--- config.mk ---
export PLATFORM = sky130hd
export DESIGN_NAME = wb_mtimer_flat
export DESIGN_NICKNAME = d
export VERILOG_FILES = /design/src/rtl/wb_mtimer_if.sv /design/src/rtl/wb_mtimer.sv /design/src/flat_wrapper.sv
export SDC_FILE = /design/constraint.sdc
export NUM_CORES = 1
export LEC_CHECK = 0
export BUFFER_PORTS_ARGS = -buffer_cell sky130_fd_sc_hd__clkbuf_2
export CAP_MARGIN = 25
export CORE_MARGIN = 1.5
export CORE_UTILIZATION = 65
export DETAILED_ROUTE_END_ITERATION = 7
export PLACE_DENSITY = 0.87
export SYNTH_ARGS = -nofsm -noshare
export SYNTH_HDL_FRONTEND = slang
export SYNTH_SLANG_ARGS = --single-unit
--- constraint.sdc ---
create_clock -name clk_i -period 3.8 [get_ports clk_i]
set_input_delay 0.57 -clock clk_i [delete_from_list [all_inputs] [get_ports clk_i]]
set_output_delay 0.57 -clock clk_i [all_outputs]
set_load 0.05 [all_outputs]
--- src/rtl/wb_mtimer_if.sv ---
// rtl/wb_mtimer_if.sv - Wishbone B4 pipelined bus interface used by the machine timer
interface wishbone_if #(
  parameter int ADDRESS_WIDTH = 32,
  parameter int DATA_WIDTH    = 32
);
  logic                      cyc;
  logic                      stb;
  logic                      we;
  logic [ADDRESS_WIDTH-1:0]  addr;
  logic [DATA_WIDTH/8-1:0]   sel;
  logic [DATA_WIDTH-1:0]     wdata;
  logic [DATA_WIDTH-1:0]     rdata;
  logic                      ack;
  logic                      stall;
  logic                      err;
  logic                      rty;

  modport MASTER (
    output cyc, stb, we, addr, sel, wdata,
    input  rdata, ack, stall, err, rty
  );

  modport SLAVE (
    input  cyc, stb, we, addr, sel, wdata,
    output rdata, ack, stall, err, rty
  );
endinterface

--- src/rtl/wb_mtimer.sv ---
// rtl/wb_mtimer.sv - RISC-V machine timer (mtime/mtimecmp) as a pipelined Wishbone slave
module wb_mtimer #(
  parameter int PRESCALE      = 1,
  parameter int ADDRESS_WIDTH = 32,
  parameter int DATA_WIDTH    = 32
) (
  input  logic       clk_i,
  input  logic       rstn_i,
  wishbone_if.SLAVE  wb,
  output logic       timer_int_o
);

  logic                  accept;
  logic                  misaligned;
  logic                  wr_en;
  logic [1:0]            reg_sel;
  logic                  tick;
  logic [63:0]           mtime_q, mtime_d;
  logic [63:0]           mtimecmp_q, mtimecmp_d;
  logic [31:0]           rd_mux;
  logic [DATA_WIDTH-1:0] rdata_q;
  logic                  ack_q;
  logic                  err_q;
  logic                  unused_addr;

  // stall is never raised, so every strobe is accepted
  assign accept     = wb.cyc & wb.stb;
  assign misaligned = |wb.addr[1:0];
  assign reg_sel    = wb.addr[3:2];
  assign wr_en      = accept & wb.we & ~misaligned;
  assign unused_addr = ^wb.addr[ADDRESS_WIDTH-1:4];

  if (PRESCALE <= 1) begin : g_noscale
    assign tick = 1'b1;
  end else begin : g_scale
    localparam int PW = $clog2(PRESCALE);
    logic [PW-1:0] pre_q;

    assign tick = (pre_q == PW'(PRESCALE - 1));

    always_ff @(posedge clk_i or negedge rstn_i) begin
      if (!rstn_i) begin
        pre_q <= '0;
      end else if (tick) begin
        pre_q <= '0;
      end else begin
        pre_q <= pre_q + PW'(1);
      end
    end
  end

  function automatic logic [31:0] merge_bytes(input logic [31:0] old_val,
                                              input logic [31:0] new_val,
                                              input logic [3:0]  be);
    logic [31:0] res;
    for (int i = 0; i < 4; i++) begin
      res[8*i +: 8] = be[i] ? new_val[8*i +: 8] : old_val[8*i +: 8];
    end
    return res;
  endfunction

  // A software write to either mtime half wins over the tick and blocks carry
  always_comb begin
    mtime_d = mtime_q;
    if (wr_en && reg_sel == 2'd0) begin
      mtime_d[31:0] = merge_bytes(mtime_q[31:0], wb.wdata, wb.sel);
    end else if (wr_en && reg_sel == 2'd1) begin
      mtime_d[63:32] = merge_bytes(mtime_q[63:32], wb.wdata, wb.sel);
    end else if (tick) begin
      mtime_d = mtime_q + 64'd1;
    end
  end

  always_comb begin
    mtimecmp_d = mtimecmp_q;
    if (wr_en && reg_sel == 2'd2) begin
      mtimecmp_d[31:0] = merge_bytes(mtimecmp_q[31:0], wb.wdata, wb.sel);
    end else if (wr_en && reg_sel == 2'd3) begin
      mtimecmp_d[63:32] = merge_bytes(mtimecmp_q[63:32], wb.wdata, wb.sel);
    end
  end

  always_comb begin
    rd_mux = 32'd0;
    case (reg_sel)
      2'd0:    rd_mux = mtime_q[31:0];
      2'd1:    rd_mux = mtime_q[63:32];
      2'd2:    rd_mux = mtimecmp_q[31:0];
      default: rd_mux = mtimecmp_q[63:32];
    endcase
  end

  always_ff @(posedge clk_i or negedge rstn_i) begin
    if (!rstn_i) begin
      mtime_q     <= 64'd0;
      mtimecmp_q  <= 64'hFFFF_FFFF_FFFF_FFFF;
      ack_q       <= 1'b0;
      err_q       <= 1'b0;
      rdata_q     <= '0;
      timer_int_o <= 1'b0;
    end else begin
      mtime_q     <= mtime_d;
      mtimecmp_q  <= mtimecmp_d;
      ack_q       <= accept & ~misaligned;
      err_q       <= accept & misaligned;
      rdata_q     <= (accept && !wb.we && !misaligned) ? rd_mux : '0;
      timer_int_o <= (mtime_q >= mtimecmp_q);
    end
  end

  // A master that drops cyc has abandoned the cycle; swallow its response
  assign wb.ack   = ack_q & wb.cyc;
  assign wb.err   = err_q & wb.cyc;
  assign wb.rdata = rdata_q;
  assign wb.stall = 1'b0;
  assign wb.rty   = 1'b0;

endmodule

--- src/flat_wrapper.sv ---
// flat-port wrapper written by rule: the top's interface ports become plain ports
module wb_mtimer_flat 
#(
  parameter int PRESCALE      = 1,
  parameter int ADDRESS_WIDTH = 32,
  parameter int DATA_WIDTH    = 32
)
  (clk_i, rstn_i, timer_int_o, wb_cyc, wb_stb, wb_we, wb_addr, wb_sel, wb_wdata, wb_rdata, wb_ack, wb_stall, wb_err, wb_rty);
  wishbone_if #(.ADDRESS_WIDTH(ADDRESS_WIDTH), .DATA_WIDTH(DATA_WIDTH)) wb_i ();
  input  logic clk_i;
  input  logic rstn_i;
  output logic timer_int_o;
  input wire logic [$bits(wb_i.cyc)-1:0] wb_cyc;
  input wire logic [$bits(wb_i.stb)-1:0] wb_stb;
  input wire logic [$bits(wb_i.we)-1:0] wb_we;
  input wire logic [$bits(wb_i.addr)-1:0] wb_addr;
  input wire logic [$bits(wb_i.sel)-1:0] wb_sel;
  input wire logic [$bits(wb_i.wdata)-1:0] wb_wdata;
  output wire logic [$bits(wb_i.rdata)-1:0] wb_rdata;
  output wire logic [$bits(wb_i.ack)-1:0] wb_ack;
  output wire logic [$bits(wb_i.stall)-1:0] wb_stall;
  output wire logic [$bits(wb_i.err)-1:0] wb_err;
  output wire logic [$bits(wb_i.rty)-1:0] wb_rty;
  assign wb_i.cyc = wb_cyc;
  assign wb_i.stb = wb_stb;
  assign wb_i.we = wb_we;
  assign wb_i.addr = wb_addr;
  assign wb_i.sel = wb_sel;
  assign wb_i.wdata = wb_wdata;
  assign wb_rdata = wb_i.rdata;
  assign wb_ack = wb_i.ack;
  assign wb_stall = wb_i.stall;
  assign wb_err = wb_i.err;
  assign wb_rty = wb_i.rty;
  wb_mtimer #(.PRESCALE(PRESCALE), .ADDRESS_WIDTH(ADDRESS_WIDTH), .DATA_WIDTH(DATA_WIDTH)) u_core (.clk_i(clk_i), .rstn_i(rstn_i), .wb(wb_i), .timer_int_o(timer_int_o));
endmodule
==> qor.log, run 1 <==
[run_status] run status complete, no violations
[cts] CTS buffer count 17
[sta] Setup Viol. Count Final 0
[routing] count of nets left with antenna violations after detail routing 0
[setup_path] Setup Crit Path Kind reg -> reg
[sta] max-slew violation count 0
[grt] antenna violations before repair 0
[cts] total number of H-tree levels 4
[synthesis] Syn Inst Count 1066
[cts] clock tree from TritonCTS yes
[synthesis] synthesized cell area 10200 sq um
[synthesis] Seq/Total Area, Yosys 40.6%
[routing] DRC errors left 0
[sta] setup repair after global routing missed its margin false
[setup_path] Critical Path Max Stage Delay 0.90 ns
[floorplan] vertical die dimension 129 um
[routing] drt first-iter violations 1264
[cts] hold-fix buffer count after cts 0
[cts] Setup Fix Bufs, Post-CTS 0
[cts] buffer type at the clock tree root sky130_fd_sc_hd__clkbuf_16
[synthesis] top cells by count, synth sky130_fd_sc_hd__nand2_1, sky130_fd_sc_hd__a21oi_1, sky130_fd_sc_hd__dfrtp_1
[grt] global-route wire length before repair 46700 um
[floorplan] standard-cell rows 45
[placed_design] Post-Place Cells 1330
[synthesis] cell with the most instances after synthesis sky130_fd_sc_hd__nand2_1
[synthesis] Synth Area in Compound Gates 16.1%
[placed_design] area after detailed placement 10800 sq um
[placed_design] half-perimeter wire length after placement 21100 um
[synthesis] leading post-synthesis cells by cell area sky130_fd_sc_hd__dfrtp_1, sky130_fd_sc_hd__dfstp_2, sky130_fd_sc_hd__ha_1, sky130_fd_sc_hd__mux4_2, sky130_fd_sc_hd__a21oi_1
[sta] final hold vios 0
[job] number of max-cap violations 0
[finish] number of cells in the finished layout apart from fillers 1362
[synthesis] library cell occupying the most area in the post-synthesis netlist sky130_fd_sc_hd__dfrtp_1
[finish] post-route cell area 11400 sq um
[worst_hold_path] Min-Delay Path Class in -> async
[grt] total congestion overflow 0
[sta] period utilization 82.9%
[sta] Highest Clock Rate 0.318 GHz
[routing] Detailed Route WL 29600 um
[cts] clock latency at the later pin of the worst-skew pair 0.44 ns
[cts] maximum clock path buffer count 2
[placed_design] final RePlAce weighted congestion 1.01
[floorplan] I/O pin count 110
[grt] largest net degree at the start of global routing 97
[finish] diode count 0
[synthesis] simple-gate share of the synthesized area 18.4%
[grt] number of global-route vias before repair 8797
[synthesis] xor/xnor cell area share of the yosys netlist 0.342%
[placed_design] Port Buf Inserts 79
[setup_path] critical-path maximum fanout 3
[placed_design] worst setup slack before clock tree synthesis 0.908 ns
[synthesis] multiplexer area fraction after synthesis 11.7%
[setup_path] critical path capture point type flip-flop
[setup_path] crit path launch type flip-flop
[routing] vias post-DR 9235
[synthesis] post-synthesis async set-or-reset flop share 100%
[synthesis] synthesized area per cell 9.60 sq um
[sta] Max-slew headroom 30.1%
[power_and_ir_drop] Power, Total 5.42 mW
[synthesis] number of flip-flops and latches in the synthesized netlist 163
[synthesis] adder-cell share of the synthesized area 7.94%
[floorplan] DIE WIDTH 129 um
[synthesis] share of the synthesized area in the top cell type 24.2%
[routing] Detailed Routing Iterations Pass 1 6
[power_and_ir_drop] Leak 5.03 nW
[sta] post-route setup slack 0.650 ns
[cts] Resized cells post-CTS 0
[finish] Final #Nets 1276
[synthesis] primary flip-flop cell chosen by synthesis mapping sky130_fd_sc_hd__dfrtp_1
[setup_path] critical-path cell list inv_1, ha_1, nand2_1, nor4_1, o311ai_0, a31oi_1, a311oi_1, o31ai_1
[sta] total negative slack 0 ns
[synthesis] Synthesis Warnings 0
[floorplan] core box area 15300 sq um
[routing] drt via density 6.78
[synthesis] number of flops mapped to enable cells by yosys 0
[setup_path] worst endpoint data arrival time 3.49 ns
[grt] Total Routing Usage GR 37.5%
[synthesis] dominant combinational cell family by area after synthesis simple AND/OR/NAND/NOR gates
[floorplan] initial standard-cell utilization of the core 66.9%
[finish] share of post-route cells with drive strength above 1 24.3%
[setup_path] required time worst endpoint 4.14 ns
[cts] CTS Sinks 163
[sta] slew at the pin closest to its max-slew limit 1.04 ns
[synthesis] unique cell type count in the Yosys netlist 77
[power_and_ir_drop] P per Cell Area 474 nW/um^2
[finish] area delta synth->final 11.7%
[routing] routed length per placed instance 21.8 um
[sta] worst-case clock skew 0.00864 ns
[power_and_ir_drop] maximum VDD drop 0.000371 V
[floorplan] area enclosed by the die boundary 16500 sq um
[setup_path] slowest cell on the critical path sky130_fd_sc_hd__nor4_1
[cts] clock-pin slew of the registers on the worst-case setup and hold paths 0.06 ns
[sta] fin crit period 3.15 ns
-- cell type report --
type / count / area [sq um]
Sequential cell: 163 / 4160
Tap cell: 211 / 264
Timing Repair Buffer: 100 / 559
Clock buffer: 22 / 454
Inverter: 74 / 278
Fill cell: 1073 / 3880
Clock inverter: 10 / 133
Multi-Input combinational cell: 782 / 5590
-- cells in the final DEF, fill, tap and decap left out, types with 24 or more instances in the layout --
cell type	count
sky130_fd_sc_hd__nand2_1	128
sky130_fd_sc_hd__a21oi_1	99
sky130_fd_sc_hd__dfrtp_1	99
sky130_fd_sc_hd__o21ai_0	83
sky130_fd_sc_hd__clkbuf_2	78
sky130_fd_sc_hd__inv_1	73
sky130_fd_sc_hd__ha_1	65
sky130_fd_sc_hd__dfstp_2	64
sky130_fd_sc_hd__nor2_1	53
sky130_fd_sc_hd__nand3_1	41
sky130_fd_sc_hd__nor2b_1	33
sky130_fd_sc_hd__mux2_2	33
sky130_fd_sc_hd__mux4_2	30
sky130_fd_sc_hd__nor3_1	24
-- worst paths after layout --
check / start / to / slack (ns) / cells past startpoint
worst max register to register: u_core.mtimecmp_q[15]$_DFFE_PN1P_ / u_core.timer_int_o$_DFF_PN0_ / 0.65 / 8
max in group asynchronous: rstn_i / u_core.mtimecmp_q[15]$_DFFE_PN1P_ / 2.62 / 2
worst min-delay path: rstn_i / u_core.wb.rdata[30]$_DFF_PN0_ / 0.23 / 1
worst max-delay path: u_core.mtimecmp_q[15]$_DFFE_PN1P_ / u_core.timer_int_o$_DFF_PN0_ / 0.65 / 8
min in group clk_i: wb_cyc / u_core.err_q$_DFF_PN0_ / 0.37 / 2
worst min register to register: u_core.mtimecmp_q[19]$_DFFE_PN1P_ / u_core.mtimecmp_q[19]$_DFFE_PN1P_ / 0.52 / 2
-- metrics by stage --
| step | hold WS (ns) | util (%) |
|---|---|---|
| 3_3_place_gp | 0.478 | 70.8 |
| 2_1_floorplan | 0.274 | - |
| 3_5_place_dp | 0.499 | 70.8 |
| 6_report | 0.230 | 74.6 |
| 4_1_cts | 0.261 | 74.6 |
| 5_1_grt | 0.304 | 74.6 |
-- worst max-delay path, delay by kind of cell, from the launching register on --
kind / cells / cell delay [ns]
flip-flops: 1 / 0.53
AND/OR/NAND/NOR: 2 / 1.00
adder cells (fa/ha/maj): 1 / 0.29
AO/OA/AOI/OAI: 4 / 1.18
buffers and inverters: 1 / 0.05
-- kinds of logic after synthesis --
| kind of cell | count (synthesis) |
|---|---|
| other cells | 1 |
| mux | 75 |
| fa+ha+maj | 65 |
| xor+xnor | 4 |
| compound gates | 275 |
| simple gates | 361 |
| buf+inv | 122 |
| flops | 163 |
-- flip-flops by register name (all words and copies together) (netlist names) --
name / cells
u_core.err_q: 1
u_core.mtime_q: 64
u_core.ack_q: 1
u_core.timer_int_o: 1
u_core.wb.rdata: 32
u_core.mtimecmp_q: 64
-- metal layers --
metal | share of wire, % | up-vias | wire length [um] | track usage (%)
li1 | - | 4049 | - | -
met1 | 37 | 4375 | 11000 | 48.0
met2 | 46 | 680 | 13600 | 58.8
met3 | 12 | 131 | 3640 | 10.5
met4 | 4.8 | 0 | 1430 | 19.2
met5 | 0 | - | 0 | 0
-- report_power, final --
| part | total (mW) | switching [mW] | internal [mW] | leakage [nW] |
|---|---|---|---|---|
| Combinational | 1.32 | 0.751 | 0.569 | 2.92 |
| Clock | 1.76 | 0.715 | 1.04 | 0.280 |
| Sequential | 2.34 | 0.329 | 2.01 | 1.83 |
Power figures use the tool's default switching activity.
==> inputs of run 2 (changes only) <==
--- a/config.mk
+++ b/config.mk
@@ -8,9 +8,9 @@
 export BUFFER_PORTS_ARGS = -buffer_cell sky130_fd_sc_hd__clkbuf_2
 export CAP_MARGIN = 25
 export CORE_MARGIN = 1.5
-export CORE_UTILIZATION = 65
+export CORE_UTILIZATION = 60
 export DETAILED_ROUTE_END_ITERATION = 7
-export PLACE_DENSITY = 0.87
+export PLACE_DENSITY = 0.81
 export SYNTH_ARGS = -nofsm -noshare
 export SYNTH_HDL_FRONTEND = slang
 export SYNTH_SLANG_ARGS = --single-unit
==> constraint.sdc (replaced) <==
create_clock -name clk_i -period 3.05 [get_ports clk_i]
set_input_delay 0.4575 -clock clk_i [delete_from_list [all_inputs] [get_ports clk_i]]
set_output_delay 0.4575 -clock clk_i [all_outputs]
set_load 0.05 [all_outputs]
==> run 2 against run 1 <==
Utilization is 5.0 points lower. Critical path type unchanged. Combinational power is 28% higher. Clock power is 25% higher. Largest cell class unchanged. Sequential share of layout area is 0.51 points lower. Highest routed layer unchanged.
==> qor.log, run 2 (synthesized netlist as in run 1, its figures left out) <==
[run_status] run status complete, no violations
[grt] global-route wire length before repair 47200 um [+0.92%]
[sta] Setup Viol. Count Final 0 [unchanged]
[routing] Detailed Route WL 29400 um [-0.82%]
[job] number of max-cap violations 0 [unchanged]
[setup_path] critical-path maximum fanout 2 [-1]
[setup_path] count of buffering cells on the critical path with inverters included 1 [unchanged]
[finish] Final #Nets 1290 [+1.1%]
[cts] buffer type at the clock tree root sky130_fd_sc_hd__clkbuf_16
[sta] fin crit period 2.90 ns [-0.248 ns]
[sta] max-slew violation count 0 [unchanged]
[routing] Detailed Routing Iterations Pass 1 6 [unchanged]
[routing] count of nets left with antenna violations after detail routing 0 [unchanged]
[cts] maximum clock path buffer count 2 [unchanged]
[grt] largest net degree at the start of global routing 64 [-34%]
[setup_path] depth of the worst register-to-register path 8 [unchanged]
[floorplan] core box area 16600 sq um [+8.7%]
[grt] number of global-route vias before repair 8785 [-0.14%]
[grt] total congestion overflow 0 [unchanged]
[cts] CTS buffer count 17 [unchanged]
[placed_design] worst setup slack before clock tree synthesis 0.275 ns [-0.633 ns]
[sta] worst-case clock skew 0.00874 ns [+0.000101 ns]
[routing] vias post-DR 9132 [-1.1%]
[routing] drt first-iter violations 1194 [-5.5%]
[finish] area taken by flip-flops and latches 4160 sq um [unchanged]
[floorplan] DIE WIDTH 134 um [+4.0%]
[sta] period utilization 95.1% [+12 points]
[floorplan] standard-cell rows 47 [+4.4%]
[setup_path] critical path depth in cells 8 [unchanged]
[routing] drt via density 6.59 [-2.8%]
[setup_path] critical-path cell list inv_1, ha_1, a21oi_1, o21ai_0, a22o_1, or4_1, a311oi_1, o31ai_1
[finish] number of cells in the finished layout apart from fillers 1386 [+1.8%]
[placed_design] final RePlAce weighted congestion 0.992 [-2.1%]
[sta] Highest Clock Rate 0.345 GHz [+8.6%]
[setup_path] slowest cell on the critical path sky130_fd_sc_hd__dfstp_2
[finish] multi-input gate area in the final layout 5590 sq um [unchanged]
[setup_path] required time worst endpoint 3.36 ns [-0.78 ns]
[cts] hold-fix buffer count after cts 0 [unchanged]
[setup_path] Critical Path Max Stage Delay 0.53 ns [-0.37 ns]
[cts] CTS Sinks 163 [unchanged]
[floorplan] I/O pin count 110 [unchanged]
[sta] worst hold slack after final layout 0.00966 ns [-0.220 ns]
[floorplan] initial standard-cell utilization of the core 61.5% [-5.3 points]
[finish] most common library cell in the layout ignoring fill and taps sky130_fd_sc_hd__nand2_1
[cts] total number of H-tree levels 4 [unchanged]
[power_and_ir_drop] P per Cell Area 584 nW/um^2 [+23%]
[sta] slew at the pin closest to its max-slew limit 0.738 ns [-0.301 ns]
[sta] post-route setup slack 0.149 ns [-0.502 ns]
[floorplan] area enclosed by the die boundary 17900 sq um [+8.1%]
[setup_path] crit path launch type flip-flop
[finish] share of post-route cells with drive strength above 1 25.6% [+1.3 points]
[grt] Total Routing Usage GR 34.7% [-2.8 points]
[sta] final hold vios 0 [unchanged]
[routing] routed length per placed instance 21.2 um [-2.5%]
[routing] DRC errors left 0 [unchanged]
[placed_design] half-perimeter wire length after placement 21400 um [+1.4%]
[finish] most frequent cells in the layout sky130_fd_sc_hd__nand2_1, sky130_fd_sc_hd__a21oi_1, sky130_fd_sc_hd__dfrtp_1
[setup_path] Setup Crit Path Kind reg -> reg
[finish] area delta synth->final 13.2%
[sta] total negative slack 0 ns [unchanged]
[power_and_ir_drop] maximum VDD drop 0.000507 V [+37%]
[placed_design] Port Buf Inserts 79 [unchanged]
[cts] clock-pin slew of the registers on the worst-case setup and hold paths 0.07 ns [about the same]
[finish] filler instances 1206 [+12%]
[cts] clock latency at the later pin of the worst-skew pair 0.44 ns [about the same]
[setup_path] critical path capture point type flip-flop
[power_and_ir_drop] Leak 5.11 nW [+1.6%]
[setup_path] largest delay contributor family on the critical path compound AO/OA/AOI/OAI gates
[worst_hold_path] Min-Delay Path Class in -> async
[cts] clock tree from TritonCTS yes
[floorplan] vertical die dimension 134 um [+4.0%]
[grt] antenna violations before repair 0 [unchanged]
[placed_design] Post-Place Cells 1353 [+1.7%]
[sta] Max-slew headroom 50.6% [+21 points]
[sta] setup repair after global routing missed its margin false
[setup_path] worst endpoint data arrival time 3.21 ns [-0.28 ns]
[cts] Resized cells post-CTS 0 [unchanged]
[cts] Setup Fix Bufs, Post-CTS 0 [unchanged]
[run 2: stage by stage]
step,util [%],power (mW),area (sq um)
2_1_floorplan,-,3.94,10200
3_3_place_gp,66.0,4.45,11000
3_5_place_dp,66.0,4.55,11000
4_1_cts,69.6,6.75,11600
5_1_grt,69.6,7.10,11600
6_report,69.7,6.78,11600
[run 2: area by class of cell]
cell class / instances / share of cell area, %
Clock buffer: 19 / 3.91
Inverter: 74 / 2.40
Clock inverter: 13 / 1.31
Timing Repair Buffer: 114 / 5.95
Tap cell: 220 / 2.37
Sequential cell: 163 / 35.9
Antenna cell: 1 / 0.0216
Multi-Input combinational cell: 782 / 48.2
[run 2: per-layer routing]
metal  vias up  global-route usage (%)  share of wire [%]
li1       4064                       -                  -
met1      4433                    46.2                 40
met2       542                    53.6                 47
met3        93                    8.64                9.5
met4         0                    16.1                4.0
met5         -                       0                  0
[run 2: path summary, 6_finish.rpt]
check / from / endpoint / slack [ns]
max in group asynchronous: rstn_i / u_core.mtimecmp_q[7]$_DFFE_PN1P_ / 2.19
min reg2reg: u_core.mtimecmp_q[63]$_DFFE_PN1P_ / u_core.mtimecmp_q[63]$_DFFE_PN1P_ / 0.50
max reg2reg: u_core.mtimecmp_q[25]$_DFFE_PN1P_ / u_core.timer_int_o$_DFF_PN0_ / 0.15
min in group clk_i: wb_stb / u_core.err_q$_DFF_PN0_ / 0.26
min: rstn_i / u_core.mtime_q[57]$_DFFE_PN0P_ / 0.01
max: u_core.mtimecmp_q[25]$_DFFE_PN1P_ / u_core.timer_int_o$_DFF_PN0_ / 0.15
[run 2: report_power, final]
group / switching [mW] / total, mW / internal [mW]
Combinational: 0.958 / 1.69 / 0.735
Sequential: 0.377 / 2.88 / 2.51
Clock: 0.939 / 2.20 / 1.26
Total: 2.27 / 6.78 / 4.50
==> inputs of run 3 (changes only) <==
--- a/config.mk
+++ b/config.mk
@@ -10,7 +10,7 @@
 export CORE_MARGIN = 1.5
 export CORE_UTILIZATION = 60
 export DETAILED_ROUTE_END_ITERATION = 7
-export PLACE_DENSITY = 0.81
+export PLACE_DENSITY = 0.79
 export SYNTH_ARGS = -nofsm -noshare
 export SYNTH_HDL_FRONTEND = slang
 export SYNTH_SLANG_ARGS = --single-unit
==> run 3 against run 2 <==
Design area increased by 0.94%. First-iteration DRC count decreased by 15%. Critical path depth unchanged. Maximum frequency increased by 0.70%. Clock power increased by 9%. Utilization increased by 0.65 points. Total power increased by 2.9%. Combinational power about the same. Sequential power about the same. Largest cell class unchanged.
==> qor.log, run 3 (synthesized netlist as in run 1, its figures left out) <==
[setup_path] capturing point of the worst reg2reg path u_core.timer_int_o$_DFF_PN0_
[finish] Final #Nets 1299 [+0.70%]
[routing] routed length per placed instance 21.0 um [-1.1%]
[finish] share of post-route cells with drive strength above 1 26.0% [+0.40 points]
[floorplan] initial standard-cell utilization of the core 61.5% [unchanged]
[routing] Detailed Route WL 29200 um [-0.56%]
[power_and_ir_drop] sw power 2.23 mW [-2.0%]
[sta] Setup Viol. Count Final 0 [unchanged]
[grt] number of global-route vias before repair 8740 [-0.51%]
[floorplan] area enclosed by the die boundary 17900 sq um [unchanged]
[sta] max-slew violation count 0 [unchanged]
[power_and_ir_drop] part of the total power dissipated in sequential elements 41.2% [-1.4 points]
[finish] diode count 0 [-1]
[setup_path] critical-path cell list inv_1, ha_1, a21oi_1, o21ai_0, a22o_1, or4_1, a311oi_1, o31ai_1
[setup_path] worst endpoint data arrival time 3.18 ns [-0.03 ns]
[sta] period utilization 94.5% [-0.66 points]
[sta] Highest Clock Rate 0.347 GHz [+0.70%]
[finish] area delta synth->final 14.3%
[setup_path] largest delay contributor family on the critical path compound AO/OA/AOI/OAI gates
[setup_path] count of buffering cells on the critical path with inverters included 1 [unchanged]
[worst_hold_path] Min-Delay Path Class in -> async
[routing] drt via density 6.50 [-1.3%]
[floorplan] vertical die dimension 134 um [unchanged]
[routing] Detailed Routing Iterations Pass 1 5 [-1]
[sta] worst hold slack after final layout 0.111 ns [+0.101 ns]
[setup_path] slowest cell on the critical path sky130_fd_sc_hd__dfstp_2
[setup_path] critical path capture point type flip-flop
[power_and_ir_drop] switching part of the total 32.0% [-1.6 points]
[placed_design] Port Buf Inserts 79 [unchanged]
[floorplan] core box area 16600 sq um [unchanged]
[run_status] run status complete, no violations
[power_and_ir_drop] P per Cell Area 596 nW/um^2 [+1.9%]
[setup_path] reg-to-reg slack, setup 0.17 ns [+0.02 ns]
[floorplan] I/O pin count 110 [unchanged]
[grt] largest net degree at the start of global routing 94 [+47%]
[cts] clock-pin slew of the registers on the worst-case setup and hold paths 0.07 ns [about the same]
[floorplan] DIE WIDTH 134 um [unchanged]
[power_and_ir_drop] part of the total power dissipated in the clock network 34.4% [+1.9 points]
[finish] filler instances 1255 [+4.1%]
[floorplan] standard-cell rows 47 [unchanged]
[sta] worst-case clock skew 0.00679 ns [-0.00195 ns]
[finish] multi-input gate area in the final layout 5590 sq um [unchanged]
[cts] maximum clock path buffer count 2 [unchanged]
[sta] slew at the pin closest to its max-slew limit 0.875 ns [+0.137 ns]
[grt] global-route wire length before repair 46800 um [-0.83%]
[finish] area taken by flip-flops and latches 4160 sq um [unchanged]
[cts] Resized cells post-CTS 0 [unchanged]
[routing] count of nets left with antenna violations after detail routing 0 [unchanged]
[cts] CTS Sinks 163 [unchanged]
[finish] Layout Utilization 70.3% [+0.65 points]
[sta] fin crit period 2.88 ns [-0.0203 ns]
[grt] total congestion overflow 0 [unchanged]
[grt] Total Routing Usage GR 34.5% [-0.12 points]
[finish] most common library cell in the layout ignoring fill and taps sky130_fd_sc_hd__nand2_1
[sta] final hold vios 0 [unchanged]
[placed_design] final RePlAce weighted congestion 0.953 [-3.9%]
[cts] buffer type at the clock tree root sky130_fd_sc_hd__clkbuf_16
[sta] total negative slack 0 ns [unchanged]
[power_and_ir_drop] power share of the combinational group 24.4% [-0.6 points]
[setup_path] critical path depth in cells 8 [unchanged]
[cts] Setup Fix Bufs, Post-CTS 0 [unchanged]
[routing] DRC errors left 0 [unchanged]
[sta] Max-slew headroom 41.6% [-9.0 points]
[setup_path] required time worst endpoint 3.35 ns [about the same]
[setup_path] Setup Crit Path Kind reg -> reg
[cts] clock tree from TritonCTS yes
[cts] CTS buffer count 17 [unchanged]
[cts] total number of H-tree levels 4 [unchanged]
[power_and_ir_drop] Leak 5.18 nW [+1.4%]
[cts] hold-fix buffer count after cts 0 [unchanged]
[setup_path] critical-path maximum fanout 2 [unchanged]
[power_and_ir_drop] internal portion of total power 4.74 mW [+5.4%]
[setup_path] crit path launch type flip-flop
[job] number of max-cap violations 0 [unchanged]
[power_and_ir_drop] Power, Total 6.97 mW [+2.9%]
[placed_design] half-perimeter wire length after placement 21700 um [+1.3%]
[finish] most frequent cells in the layout sky130_fd_sc_hd__nand2_1, sky130_fd_sc_hd__a21oi_1, sky130_fd_sc_hd__dfrtp_1
[cts] clock latency at the later pin of the worst-skew pair 0.43 ns [about the same]
[routing] drt first-iter violations 1016 [-15%]
[power_and_ir_drop] maximum VDD drop 0.000463 V [-8.5%]
[placed_design] worst setup slack before clock tree synthesis 0.281 ns [+0.00600 ns]
[routing] vias post-DR 9061 [-0.78%]
[setup_path] Critical Path Max Stage Delay 0.54 ns [about the same]
[grt] antenna violations before repair 0 [unchanged]
[setup_path] depth of the worst register-to-register path 8 [unchanged]
[sta] setup repair after global routing missed its margin false
[setup_path] launch point of the worst reg-to-reg path u_core.mtimecmp_q[25]$_DFFE_PN1P_
[sta] post-route setup slack 0.169 ns [+0.0203 ns]
-- run 3: cell types whose count changed in the layout (fill, tap and decap cells not counted) --
cell | previous run | this run
sky130_fd_sc_hd__bufinv_16 | 2 | 5
sky130_fd_sc_hd__clkinvlp_4 | 4 | 2
sky130_fd_sc_hd__diode_2 | 1 | 0
sky130_fd_sc_hd__clkbuf_1 | 0 | 2
sky130_fd_sc_hd__inv_6 | 3 | 1
sky130_fd_sc_hd__clkinv_4 | 4 | 3
sky130_fd_sc_hd__buf_4 | 33 | 43
sky130_fd_sc_hd__buf_12 | 2 | 1
-- run 3: per-stage QoR --
step | cells | instance area [sq um]
after floorplan | 1067 | 10200
after detailed placement | 1362 | 11000
final | 1394 | 11700
after global placement | 1362 | 11000
after global routing | 1394 | 11700
after CTS | 1394 | 11700
-- run 3: worst max path at each step --
stage | startpoint | end | slack, ns
after floorplan | u_core.mtime_q[40]$_DFFE_PN0P_ | u_core.mtime_q[63]$_DFFE_PN0P_ | 0.88
after global placement | u_core.mtimecmp_q[25]$_DFFE_PN1P_ | u_core.timer_int_o$_DFF_PN0_ | 0.31
after detailed placement | u_core.mtimecmp_q[25]$_DFFE_PN1P_ | u_core.timer_int_o$_DFF_PN0_ | 0.28
after CTS | u_core.mtimecmp_q[25]$_DFFE_PN1P_ | u_core.timer_int_o$_DFF_PN0_ | 0.26
after global routing | u_core.mtimecmp_q[25]$_DFFE_PN1P_ | u_core.timer_int_o$_DFF_PN0_ | 0.1
final | u_core.mtimecmp_q[25]$_DFFE_PN1P_ | u_core.timer_int_o$_DFF_PN0_ | 0.17
-- run 3: worst register-to-register path, stage by stage, from the launching register on --
cell and delay [ns]:
sky130_fd_sc_hd__dfstp_2 0.54, sky130_fd_sc_hd__inv_1 0.06, sky130_fd_sc_hd__ha_1 0.30, sky130_fd_sc_hd__a21oi_1 0.19, sky130_fd_sc_hd__o21ai_0 0.28, sky130_fd_sc_hd__a22o_1 0.27, sky130_fd_sc_hd__or4_1 0.50, sky130_fd_sc_hd__a311oi_1 0.46
sky130_fd_sc_hd__o31ai_1 0.15
-- run 3: final cells by class --
type / count / share of cell area [%]
Inverter: 74 / 2.37
Sequential cell: 163 / 35.5
Tap cell: 220 / 2.35
Multi-Input combinational cell: 782 / 47.7
Clock buffer: 21 / 3.93
Clock inverter: 11 / 1.71
Timing Repair Buffer: 123 / 6.36
-- run 3: power groups by stage --
stage / combinational [mW] / sequential, mW / clock [mW]
after floorplan: 1.12 / 2.82 / 0
after global placement: 1.59 / 2.87 / 0
after detailed placement: 1.66 / 2.89 / 0
after CTS: 1.68 / 2.85 / 2.43
after global routing: 1.89 / 2.90 / 2.52
final: 1.70 / 2.87 / 2.40
-- run 3: per-layer routing --
| layer | vias to the layer above | part of all wire [%] | global-route usage (%) |
|---|---|---|---|
| met5 | - | 0 | 0 |
| met4 | 0 | 4.4 | 17.5 |
| met3 | 102 | 8.7 | 7.69 |
| met2 | 498 | 46 | 54.2 |
| met1 | 4367 | 41 | 45.4 |
| li1 | 4094 | - | - |
